<file path="src/rtl/seg_scan_ctrl_pkg.sv">
// seg_scan_ctrl_pkg: segment codes, digit count and converter state encodings for the display scanner
package seg_scan_ctrl_pkg;
  localparam int unsigned NUM_DIGITS = 6;
  localparam logic [7:0] SEG_0 = 8'hC0;
  localparam logic [7:0] SEG_1 = 8'hF9;
  localparam logic [7:0] SEG_2 = 8'hA4;
  localparam logic [7:0] SEG_3 = 8'hB0;
  localparam logic [7:0] SEG_4 = 8'h99;
  localparam logic [7:0] SEG_5 = 8'h92;
  localparam logic [7:0] SEG_6 = 8'h82;
  localparam logic [7:0] SEG_7 = 8'hF8;
  localparam logic [7:0] SEG_8 = 8'h80;
  localparam logic [7:0] SEG_9 = 8'h90;
  localparam logic [7:0] SEG_MINUS = 8'hBF;
  localparam logic [7:0] SEG_BLANK = 8'hFF;
  localparam logic [9:0][7:0] SEG_TBL = {SEG_9, SEG_8, SEG_7, SEG_6, SEG_5,
                                         SEG_4, SEG_3, SEG_2, SEG_1, SEG_0};

  typedef enum logic [1:0] {ST_IDLE, ST_LOAD, ST_SHIFT, ST_DONE} cvt_state_e;

  // Active-low code for one BCD digit, dp off; non-BCD nibbles read as blank.
  function automatic logic [7:0] seg_code(input logic [3:0] n);
    return n > 4'd9 ? SEG_BLANK : SEG_TBL[n];
  endfunction
endpackage

</file>
<file path="src/rtl/seg_scan_ctrl_bin2bcd_seq.sv">
// bin2bcd_seq: iterative double-dabble converter, 20-bit binary to six BCD digits with saturation
module bin2bcd_seq
  import seg_scan_ctrl_pkg::*;
#(
  parameter int unsigned MAX_VAL = 999_999
) (
  input  logic        clk,
  input  logic        rst_n,
  input  logic        start,
  input  logic [19:0] bin,
  output logic        busy,
  output logic        load,
  output logic        done,
  output logic [23:0] bcd
);
  localparam logic [19:0] MAX_V = 20'(MAX_VAL);

  cvt_state_e  state_q, state_d;
  logic [19:0] bin_q, bin_d;
  logic [23:0] bcd_q, bcd_d, adj;
  logic [4:0]  cnt_q, cnt_d;

  always_comb begin
    state_d = state_q;
    bin_d   = bin_q;
    bcd_d   = bcd_q;
    cnt_d   = cnt_q;
    adj     = bcd_q;
    for (int k = 0; k < 6; k++)
      adj[k*4 +: 4] = bcd_q[k*4 +: 4] >= 4'd5 ? bcd_q[k*4 +: 4] + 4'd3 : bcd_q[k*4 +: 4];
    case (state_q)
      ST_IDLE: state_d = start ? ST_LOAD : ST_IDLE;
      ST_LOAD: begin
        bin_d   = bin > MAX_V ? MAX_V : bin;
        bcd_d   = '0;
        cnt_d   = '0;
        state_d = ST_SHIFT;
      end
      ST_SHIFT: begin
        bcd_d   = {adj[22:0], bin_q[19]};
        bin_d   = {bin_q[18:0], 1'b0};
        cnt_d   = cnt_q + 5'd1;
        state_d = cnt_q == 5'd19 ? ST_DONE : ST_SHIFT;
      end
      default: state_d = ST_IDLE;
    endcase
  end

  always_ff @(posedge clk or negedge rst_n)
    if (!rst_n) begin
      state_q <= ST_IDLE;
      bin_q   <= '0;
      bcd_q   <= '0;
      cnt_q   <= '0;
    end else begin
      state_q <= state_d;
      bin_q   <= bin_d;
      bcd_q   <= bcd_d;
      cnt_q   <= cnt_d;
    end

  assign busy = state_q != ST_IDLE;
  assign load = state_q == ST_LOAD;
  assign done = state_q == ST_DONE;
  assign bcd  = bcd_q;
endmodule

</file>
<file path="src/rtl/seg_scan_ctrl.sv">
// seg_scan_ctrl: 6-digit common-anode 7-segment scanner with BCD conversion,
// leading-zero blanking, decimal points and minus sign
module seg_scan_ctrl
  import seg_scan_ctrl_pkg::*;
#(
  parameter int unsigned SCAN_DIV = 50_000,
  parameter int unsigned MAX_VAL  = 999_999
) (
  input  logic        sys_clk,
  input  logic        sys_rst_n,
  input  logic [19:0] data,
  input  logic [5:0]  point,
  input  logic        sign,
  input  logic        en,
  output logic [5:0]  seg_sel,
  output logic [7:0]  seg_led
);
  localparam int CW = SCAN_DIV > 2 ? $clog2(SCAN_DIV) : 1;

  logic [CW-1:0] cnt_q, cnt_d;
  logic [2:0]    idx_q, idx_d;
  logic [5:0]    pt_snap_q, pt_snap_d, disp_pt_q, disp_pt_d;
  logic          sign_snap_q, sign_snap_d, disp_sign_q, disp_sign_d;
  logic [23:0]   disp_bcd_q, disp_bcd_d, bcd;
  logic          valid_q, valid_d;
  logic [5:0]    sel_q, sel_d;
  logic [7:0]    led_q, led_d, code;
  logic [2:0]    msd, pmax, eff;
  logic [3:0]    dig;
  logic          busy, load, done, term;

  bin2bcd_seq #(.MAX_VAL(MAX_VAL)) u_cvt (
    .clk   (sys_clk),
    .rst_n (sys_rst_n),
    .start (!busy),
    .bin   (data),
    .busy  (busy),
    .load  (load),
    .done  (done),
    .bcd   (bcd)
  );

  always_comb begin
    term        = cnt_q == CW'(SCAN_DIV - 1);
    cnt_d       = term ? '0 : cnt_q + 1'b1;
    idx_d       = term ? (idx_q == 3'd5 ? 3'd0 : idx_q + 3'd1) : idx_q;
    pt_snap_d   = load ? point : pt_snap_q;
    sign_snap_d = load ? sign : sign_snap_q;
    // Value, points and sign move to the display together so a frame never mixes conversions.
    disp_bcd_d  = done ? bcd : disp_bcd_q;
    disp_pt_d   = done ? pt_snap_q : disp_pt_q;
    disp_sign_d = done ? sign_snap_q : disp_sign_q;
    valid_d     = done | valid_q;
    msd         = '0;
    pmax        = '0;
    for (int k = 1; k < 6; k++) begin
      if (disp_bcd_q[k*4 +: 4] != 4'd0) msd = 3'(k);
      if (disp_pt_q[k]) pmax = 3'(k);
    end
    eff  = msd > pmax ? msd : pmax;
    dig  = disp_bcd_q[{idx_q, 2'b00} +: 4];
    code = idx_q <= eff ? seg_code(dig) & {~disp_pt_q[idx_q], 7'h7F} :
           disp_sign_q && idx_q == eff + 3'd1 ? SEG_MINUS : SEG_BLANK;
    sel_d = en && valid_q ? ~(6'b1 << idx_q) : 6'h3F;
    led_d = en && valid_q ? code : SEG_BLANK;
  end

  always_ff @(posedge sys_clk or negedge sys_rst_n)
    if (!sys_rst_n) begin
      cnt_q       <= '0;
      idx_q       <= '0;
      pt_snap_q   <= '0;
      sign_snap_q <= 1'b0;
      disp_bcd_q  <= '0;
      disp_pt_q   <= '0;
      disp_sign_q <= 1'b0;
      valid_q     <= 1'b0;
      sel_q       <= 6'h3F;
      led_q       <= SEG_BLANK;
    end else begin
      cnt_q       <= cnt_d;
      idx_q       <= idx_d;
      pt_snap_q   <= pt_snap_d;
      sign_snap_q <= sign_snap_d;
      disp_bcd_q  <= disp_bcd_d;
      disp_pt_q   <= disp_pt_d;
      disp_sign_q <= disp_sign_d;
      valid_q     <= valid_d;
      sel_q       <= sel_d;
      led_q       <= led_d;
    end

  assign seg_sel = sel_q;
  assign seg_led = led_q;
endmodule

</file>
<file path="config.mk">
export PLATFORM = sky130hd
export DESIGN_NAME = seg_scan_ctrl
export DESIGN_NICKNAME = d
export VERILOG_FILES = /design/src/rtl/seg_scan_ctrl_pkg.sv /design/src/rtl/seg_scan_ctrl_bin2bcd_seq.sv /design/src/rtl/seg_scan_ctrl.sv
export SDC_FILE = /design/constraint.sdc
export NUM_CORES = 1
export LEC_CHECK = 0
export ABC_CLOCK_PERIOD_IN_PS = 3540
export CAP_MARGIN = 10
export CORE_UTILIZATION = 44
export DETAILED_ROUTE_END_ITERATION = 10
export HOLD_SLACK_MARGIN = 0.08
export RECOVER_POWER = 50
export SETUP_SLACK_MARGIN = 0.1
export SLEW_MARGIN = 20
export SYNTH_ARGS = -nofsm -noshare
export SYNTH_HDL_FRONTEND = slang
export SYNTH_SLANG_ARGS = --single-unit
</file>
<file path="constraint.sdc">
create_clock -name sys_clk -period 3.54 [get_ports sys_clk]
set_input_delay 0.885 -clock sys_clk [delete_from_list [all_inputs] [get_ports sys_clk]]
set_output_delay 0.885 -clock sys_clk [all_outputs]
set_load 0.02 [all_outputs]
</file>
# == After elaboration in Yosys (flattened, before gate mapping) ==
# Memory sizes are Yosys's and may differ from the RTL's.
# Index checks and enable logic that the tools add are counted.
# totals
mem_count,1
register_bits,123
in_bits,30
output_inout_bits,14
mem_bits_ro,128
# classes
add_sub_neg,10
order_cmp,12
bitwise,4
eq_ne,7
reduce_logical,10
shifts,2
muxes,34
# memory_table
name,depth,word_bits,rd,rd_clocked_by_memory_dff,write_ports,line,rtl
(name not given),16,8,1,0,0,seg_scan_ctrl_pkg.sv:23,return n > 4'd9 ? SEG_BLANK : SEG_TBL[n];
# ops
operator,n
$pmux W24 S2,1
$pmux W20 S2,1
$mux W8,4
$mux W3,10
$ge A4 B3 Y1 const B,6
$shiftx A24 B6 Y4,1
$add A4 B2 Y4 const B,5
$gt A20 B20 Y1 const B,1
$mux W20,1
$mux W4,5
$reduce_bool A4 Y1,5
$add A16 B1 Y16 const B,1
$eq A16 B16 Y1 const B,1
$mux W16,1
$pmux W5 S2,1
$and A8 B8 Y8,1
$mux W7,1
$add A3 B1 Y3 const B,2
$mux W6,1
$not A6 Y6,1
$pmux W2 S3,1
$shl A1 B3 Y6 const A,1
$add A5 B1 Y5 const B,1
$eq A5 B5 Y1 const B,1
18 further kinds,25

# == Depth between registers and ports, before layout ==
# Gate-level depths: netlist of the first run.
# logic_depth
ltp_word,14
depth_mapped,16
mapped_depth_nobuf,16

# == Cells and area by module ==
# Synthesis of the first run repeated with hierarchy kept, for this count alone.
# unflattened
hier_cells,594
area_unflattened_um2,6358.6
# modules_own_cells
module,seq_area_each_um2,n_inst,cells_per_inst,area_per_inst_um2
seg_scan_ctrl,1819.2,1,294,3505.9
bin2bcd_seq,1276.2,1,300,2852.7

# == Least setup slack after synthesis of the first run ==
# OpenSTA, ideal clock, no wires.
# synth_timing
path_type,register -> register
start,register disp_bcd_q[17]
end,"register led_q[6], in the netlist seg_led[6]"
path_slack_ps,308
n_path_buf,0
t_arrival_ps,3157
stages_incl_launch_ff,16
setup_ps,75
path_cell_list,dfrtp_1 -> nor4_1 -> nand2_1 -> a21oi_1 -> ha_1 -> nand2_1 -> o21ai_1 -> inv_1 -> a31oi_1 -> mux2_2 -> ha_1 -> nor2b_1 -> o21ai_1 -> a32oi_1 -> nor2_1 -> o211ai_2
# synth_via
elab_chain_cells,11
elab_cells_between_ends,18
classes_between,add/sub: 1; order compare: 3; eq/ne: 1; shift: 1; mux: 8; bitwise: 1; reduce/logical: 2; memory: 1
# synth_rtl
item,line,rtl
"start, declared",seg_scan_ctrl.sv:24,"logic [23:0] disp_bcd_q, disp_bcd_d, bcd;"
"start signal, assigned",seg_scan_ctrl.sv:85,disp_bcd_q <= disp_bcd_d;
$reduce_bool A4 Y1,seg_scan_ctrl.sv:57,if (disp_bcd_q[k*4 +: 4] != 4'd0) msd = 3'(k);
$mux W3 (2 in a row),seg_scan_ctrl.sv:57,
$gt A3 B3 Y1,seg_scan_ctrl.sv:60,eff = msd > pmax ? msd : pmax;
$mux W3,seg_scan_ctrl.sv:60,
$add A3 B1 Y3,seg_scan_ctrl.sv:63,disp_sign_q && idx_q == eff + 3'd1 ? SEG_MINUS : SEG_BLANK;
$eq A3 B3 Y1,seg_scan_ctrl.sv:63,
$logic_and A1 B1 Y1,seg_scan_ctrl.sv:63,
$mux W7,seg_scan_ctrl.sv:63,
$mux W8 *,seg_scan_ctrl.sv:62,"code = idx_q <= eff ? seg_code(dig) & {~disp_pt_q[idx_q], 7'h7F} :"
$mux W8 *,seg_scan_ctrl.sv:65,led_d = en && valid_q ? code : SEG_BLANK;
net led_d[6],seg_scan_ctrl.sv:27,"logic [7:0] led_q, led_d, code;"
"end signal, assigned",seg_scan_ctrl.sv:90,led_q <= led_d;
"end, declared",seg_scan_ctrl.sv:27,
# The timed path passes the listed nets; every way through them passes the cells marked *. The select of a mux whose other input is x is not followed.
# A chain may end at the register's enable or synchronous reset.

# == Worst setup path after layout of the first run ==
# layout_timing
start,register disp_bcd_q[10]
end,"register led_q[6], in the netlist seg_led[6]"
# layout_via
elab_chain_cells,13
elab_cells_between_ends,20
classes_between,add/sub: 1; order compare: 3; eq/ne: 1; shift: 1; mux: 10; bitwise: 1; reduce/logical: 2; memory: 1
# layout_rtl
item,line
$reduce_bool A4 Y1,seg_scan_ctrl.sv:57
$mux W2,seg_scan_ctrl.sv:57
$mux W3 (3 in a row),seg_scan_ctrl.sv:57
$gt A3 B3 Y1,seg_scan_ctrl.sv:60
$mux W3,seg_scan_ctrl.sv:60
$add A3 B1 Y3,seg_scan_ctrl.sv:63
$eq A3 B3 Y1,seg_scan_ctrl.sv:63
$logic_and A1 B1 Y1,seg_scan_ctrl.sv:63
$mux W7,seg_scan_ctrl.sv:63
$mux W8 *,seg_scan_ctrl.sv:62
$mux W8 *,seg_scan_ctrl.sv:65
net led_d[6],seg_scan_ctrl.sv:27
# Marks and branches as above.

==> impl_metrics.json, run 1 <==
{
  "reg2reg_depth": 17,
  "skew_ps": 11.46,
  "die_w_um": 121.7,
  "fp.coreArea_mm2": 0.01393,
  "routedWlPerCell_um": 14.72,
  "dp.final_hpwl_mm": 8.319,
  "synth_top_cell_area_share_pct": 43.30,
  "yosys_register_bits": 123,
  "critPathKind": "register to register",
  "cts_root_buf": "clkbuf_16",
  "ir_worst_vdd_v": 0.0003798,
  "firstDrtPassIters": 4,
  "maxCapViolCount": 2,
  "rows": 43,
  "worst_slack_ps": 265.6,
  "postSynthCellCount": 597,
  "synthFlopType": "dfrtp_1",
  "synth_area_leader_cell": "dfrtp_1",
  "fin_crit_sh_pct": 92.50,
  "rsz0062_at_grt": "no",
  "htree_num_levels": 4,
  "reg2reg_to": "seg_led[6]",
  "startpoint_type": "register",
  "utilization_pct": 54.50,
  "grt_pass1_vias": 4414,
  "drive_gt1_share_pct": 19.11,
  "postCtsHoldBufs": 0,
  "viasPerCell": 5.424,
  "dp_worst_setup_slack_ps": -5.316,
  "num_vias": 4524,
  "rr_startpoint": "disp_bcd_q[10]",
  "diodes": 0,
  "syn_nets": 659,
  "worstMarginPinSlew_ps": 2272,
  "drv_slew": 77,
  "dieArea_mm2": 0.01480,
  "final_common_cell": "dfrtp_1",
  "finalHoldViolCount": 0,
  "start_util_pct": 45.21,
  "ant_nets": 0,
  "overflow": 0,
  "wl_mm": 12.28,
  "syn_to_final_growth_pct": 20.56,
  "worst-endpoint-arrival_ps": 3600,
  "synth-edff-count": 0,
  "place.gp.congestion": 0.8352,
  "clock_sinks": 123,
  "yosys-top-cells-area": "dfrtp_1 43%, mux2_2 7.7%, ha_1 6.4%, dfstp_2 5.8%, inv_1 2.9%",
  "startpoint": "disp_bcd_q[10]",
  "cts_buffer_depth": 2,
  "port_buffers": 43,
  "final_cell_mix": "109 x dfrtp_1, 49 x inv_1, 42 x mux2_2, 42 x clkdlybuf4s50_1, 40 x nor2_1",
  "p_per_area_mw_per_mm2": 562.1,
  "async_flop_share_pct": 100.0,
  "min_period_ps": 3274,
  "antenna_found_initial": 0,
  "synth_cell_types": 56,
  "avgSynthCellArea_um2": 10.55,
  "boundaryPins": 44,
  "cts_made_buffers": 17,
  "yosys_warnings": 0,
  "setup_viol": 0,
  "clk_transition_reported_paths_ps": 50,
  "drcViolationCount": 0,
  "fmax_ghz": 0.3054,
  "relSlewSlack_pct": -51.48,
  "ys_seq_area_share_pct": 49.14,
  "p_leak_nw": 3.330,
  "status": "complete, but fails checks",
  "cts_tree": "built",
  "grt_max_degree": 82,
  "drt_iter0_drc": 297,
  "clk_latency_ps": 420,
  "nNetsFinal": 704,
  "r2r_slack_ps": 270,
  "grt.total_usage_pct": 18.07,
  "cp_max_fo": 4,
  "critPathRequiredTime_ps": 3870,
  "hold_class": "register to register",
  "endpoint": "seg_led[6]",
  "endpoint_kind": "register",
  "grt_pass1_wl_mm": 20.82,
  "syn-cell-area_mm2": 0.006300,
  "die_h_um": 121.7,
  "violations": "capacitance limit, slew limit"
}
Yosys cell counts (2+ instances only):
cell type / instances
and3_1: 3
and4_1: 3
dfstp_2: 14
nand2_1: 32
o211ai_2: 2
dfrtp_1: 109
a21boi_1: 2
nor4_1: 5
a31oi_1: 14
mux2_2: 43
o21ai_1: 6
nor3_1: 12
a21oi_1: 26
nor2_1: 42
ha_1: 32
nand4_1: 4
o32ai_1: 5
mux2_1: 3
o22ai_1: 27
nor3b_1: 11
xor2_1: 8
mux4_2: 3
a21o_1: 2
clkbuf_1: 20
inv_1: 49
mux2i_1: 11
buf_1: 4
nor2b_1: 4
nand3_1: 24
buf_2: 4
xnor2_1: 20
o21ai_0: 21
nand2b_1: 9
stage by stage:
| stage | TNS (ps) | power, W | std cells | cell area (µm²) | hold slack [ps] |
|---|---|---|---|---|---|
| 2_1_floorplan | 0 | 0.002248 | 597 | 6300 | 447.9 |
| 3_3_place_gp | 0 | 0.002514 | 800 | 6914 | 467.3 |
| 3_5_place_dp | -5.316 | 0.002543 | 800 | 6914 | 481.3 |
| 4_1_cts | 0 | 0.004214 | 831 | 7486 | 464.4 |
| 5_1_grt | 0 | 0.004496 | 834 | 7595 | 515.4 |
| 6_report | 0 | 0.004269 | 834 | 7595 | 481.9 |
worst min-delay path by stage:
stage | slack, ps | from | end | cells past startpoint
floorplan | 450 | cnt_q[0] | cnt_q[0] | 1
global placement | 470 | cnt_q[0] | cnt_q[0] | 1
detailed placement | 480 | cnt_q[0] | cnt_q[0] | 1
CTS | 460 | sys_rst_n | pt_snap_q[4] | 1
global route | 520 | pt_snap_q[2] | disp_pt_q[2] | 2
finish | 480 | cnt_q[0] | cnt_q[0] | 1
routing by layer:
layer / GRT usage, % / wire, µm
met1: 22.80 / 5743
met2: 29.40 / 5909
met3: 4.307 / 431
met4: 8.179 / 191
met5: 0 / 0
flip-flops by register name, summed over array words and instances, names as in the netlist, 2 cells and up:
signal	count
idx_q	3
u_cvt.bcd	24
disp_bcd_q	24
disp_pt_q	6
cnt_q	16
u_cvt.state_q	2
pt_snap_q	6
u_cvt.cnt_q	5
seg_sel	6
u_cvt.bin_q	20
seg_led	8
where the power goes:
part           total [W]  internal (W)  switching, W
combinational   0.000976      0.000508      0.000468
clock            0.00162      0.000982      0.000639
sequential       0.00167       0.00157      0.000104
critical path: stages, from the launching register on:
cell and delay (ps):
dfrtp_1 400, nor4_2 290, buf_4 160, o41ai_1 60, nand2_1 80, a21boi_1 90, ha_1 240, o21ai_2 150
inv_1 50, a31oi_1 140, buf_4 150, mux2_4 310, ha_4 280, nor2b_4 120, o21ai_1 70, a32oi_2 330
a211o_1 170, o211ai_2 90
layout make-up:
class,instances,area [µm²]
Multi-Input combinational cell,394,3004
Fill cell,1224,6340
Clock inverter,13,118.9
Tap cell,180,225.2
Sequential cell,123,3095
Clock buffer,18,439.2
Timing Repair Buffer,55,520.5
Inverter,51,191.4
cells by family (layout without fill, tap and decap cells):
kind of cell	count (synthesis)	in the layout	share of synthesized area [%]
AO/OA/AOI/OAI	118	118	11.92
AND/OR/NAND/NOR	155	155	12.33
XOR/XNOR	28	28	3.893
flip-flops	123	123	49.14
buffers and inverters	80	137	4.965
adder cells (fa/ha/maj)	32	32	6.355
multiplexers	61	61	11.40
what timing repair did:
action,4_1_cts,5_1_grt
setup buffers,0,3
gates resized for setup,2,15
pin swaps,0,10
setup endpoints to repair,4,8
Power figures use the tool's default switching activity.
==> run 2: changes to the inputs <==
--- a/config.mk
+++ b/config.mk
@@ -9,6 +9,7 @@
 export CAP_MARGIN = 10
 export CORE_UTILIZATION = 44
 export DETAILED_ROUTE_END_ITERATION = 10
+export DONT_BUFFER_PORTS = 1
 export HOLD_SLACK_MARGIN = 0.08
 export RECOVER_POWER = 50
 export SETUP_SLACK_MARGIN = 0.1
==> impl_metrics.json, run 2 (synthesized netlist as in run 1, its figures left out) <==
{
  "fin_crit_sh_pct": 93.45,
  "critPathRequiredTime_ps": 3890,
  "worst_slack_ps": 231.9,
  "endpoint_kind": "register",
  "internal_power_w": 0.003348,
  "maxCapViolCount": 1,
  "drv_slew": 34,
  "critPathMaxStageDelay_ps": 430,
  "relSlewSlack_pct": -12.96,
  "power_frac_clock_pct": 44.5,
  "ir_worst_vdd_v": 0.0003497,
  "p_leak_nw": 3.204,
  "diodes": 0,
  "power_frac_seq_pct": 38.1,
  "routedWlPerCell_um": 15.45,
  "cts_buffer_depth": 2,
  "dieArea_mm2": 0.01480,
  "nNetsFinal": 658,
  "fmax_ghz": 0.3023,
  "cp_max_fo": 4,
  "rows": 43,
  "hold_class": "input port to async pin",
  "rsz0062_at_grt": "no",
  "cts_tree": "built",
  "final_cell_mix": "109 x dfrtp_1, 49 x inv_1, 42 x mux2_2",
  "worstMarginPinSlew_ps": 1694,
  "regArea_mm2": 0.003095,
  "htree_num_levels": 4,
  "place.gp.congestion": 0.8550,
  "drt_iter0_drc": 196,
  "grt_pass1_vias": 4371,
  "drive_gt1_share_pct": 20.03,
  "startpoint_type": "register",
  "p_comb_share_pct": 17.4,
  "ant_nets": 0,
  "clock_sinks": 123,
  "firstDrtPassIters": 4,
  "start_util_pct": 45.21,
  "cp_cell_sequence": "nor4_4 > a21oi_4 > ha_1 > nand2_1 > o21ai_2 > inv_1 > a31oi_1 > buf_4 > mux2_4 > ha_4 > nor2b_4 > o21ai_1 > a32oi_2 > a211o_1 > o211ai_2",
  "fp.coreArea_mm2": 0.01393,
  "status": "complete, but fails checks",
  "dp.final_hpwl_mm": 7.876,
  "worst-endpoint-arrival_ps": 3660,
  "overflow": 0,
  "final_common_cell": "dfrtp_1",
  "violations": "capacitance limit, slew limit",
  "syn_to_final_growth_pct": 15.53,
  "viasPerCell": 5.483,
  "boundaryPins": 44,
  "cts_made_buffers": 17,
  "cts_root_buf": "clkbuf_16",
  "crit_slowest_cell": "nor4_4",
  "multiInputGateArea_mm2": 0.003015,
  "critPathKind": "register to register",
  "dp_worst_setup_slack_ps": -67.45,
  "port_buffers": 0,
  "num_vias": 4326,
  "die_h_um": 121.7,
  "die_w_um": 121.7,
  "skew_ps": 6.377,
  "power_switching_w": 0.001215,
  "p_per_area_mw_per_mm2": 627.0,
  "min_period_ps": 3308,
  "tns_ps": 0,
  "nFillCells": 1197,
  "grt.total_usage_pct": 18.45,
  "drcViolationCount": 0,
  "wl_mm": 12.19,
  "p_sw_share_pct": 26.63,
  "finalHoldViolCount": 0,
  "clk_latency_ps": 430,
  "grt_pass1_wl_mm": 21.11,
  "antenna_found_initial": 0,
  "clk_transition_reported_paths_ps": 60,
  "setup_viol": 0,
  "grt_max_degree": 124
}
## run 2: power groups by stage
stage	Clock (W)	Sequential [W]	Combinational, W
floorplan	0	0.00170	0.000552
global placement	0	0.00173	0.000651
detailed placement	0	0.00174	0.000661
CTS	0.00207	0.00173	0.000723
global route	0.00213	0.00176	0.000869
finish	0.00203	0.00174	0.000796
## run 2: area by class of cell
cell class	instances	share of cell area, %
clock buffer	19	6.223
clock inverter	13	3.266
inverter	51	2.630
multi-input combinational	394	41.43
sequential	123	42.53
tap	180	3.094
timing repair buffer	9	0.8252
## run 2: worst paths after layout
kind | start | endpoint | slack [ps] | cells after the start
max in group asynchronous | sys_rst_n | seg_sel[4] | 3160 | 0
worst min-delay path | sys_rst_n | idx_q[1] | 170 | 0
min in group sys_clk | cnt_q[0] | cnt_q[0] | 480 | 1
worst min register to register | cnt_q[0] | cnt_q[0] | 480 | 1
worst max register to register | disp_bcd_q[10] | seg_led[6] | 230 | 15
worst max-delay path | disp_bcd_q[10] | seg_led[6] | 230 | 15
## run 2: critical path, delay by kind of cell (launching register included)
| family | cells | cell delay [ps] |
|---|---|---|
| multiplexers | 1 | 310 |
| adder cells (fa/ha/maj) | 2 | 590 |
| buffers and inverters | 2 | 230 |
| flip-flops | 1 | 420 |
| AND/OR/NAND/NOR | 3 | 620 |
| AO/OA/AOI/OAI | 7 | 1040 |
## run 2: what timing repair did
item / in CTS / in global routing
gates resized for setup: 10 / 9
setup endpoints to repair: 8 / 8
cloned: 0 / 0
buffers inserted: 1 / 2
pin swaps: 3 / 8
hold buffers: 0 / 0
## run 2: per-stage QoR
step | total power (W) | hold WS (ps) | instances | util (%) | cell area, µm²
after floorplan | 0.002248 | 447.9 | 597 | - | 6300
after global placement | 0.002380 | 468.5 | 754 | 46.30 | 6451
after detailed placement | 0.002399 | 477.2 | 754 | 46.30 | 6451
after CTS | 0.004523 | 134.0 | 787 | 51.78 | 7216
after global routing | 0.004761 | 138.1 | 789 | 52.23 | 7278
final | 0.004563 | 170.1 | 789 | 52.23 | 7278
## run 2: metal layers
| layer | global-route usage [%] | share of wire (%) | up-vias |
|---|---|---|---|
| met2 | 30.15 | 48 | 81 |
| li1 | - | - | 2106 |
| met3 | 4.682 | 3.5 | 16 |
| met5 | 0 | 0 | - |
| met1 | 23.03 | 47 | 2123 |
| met4 | 8.102 | 2.1 | 0 |
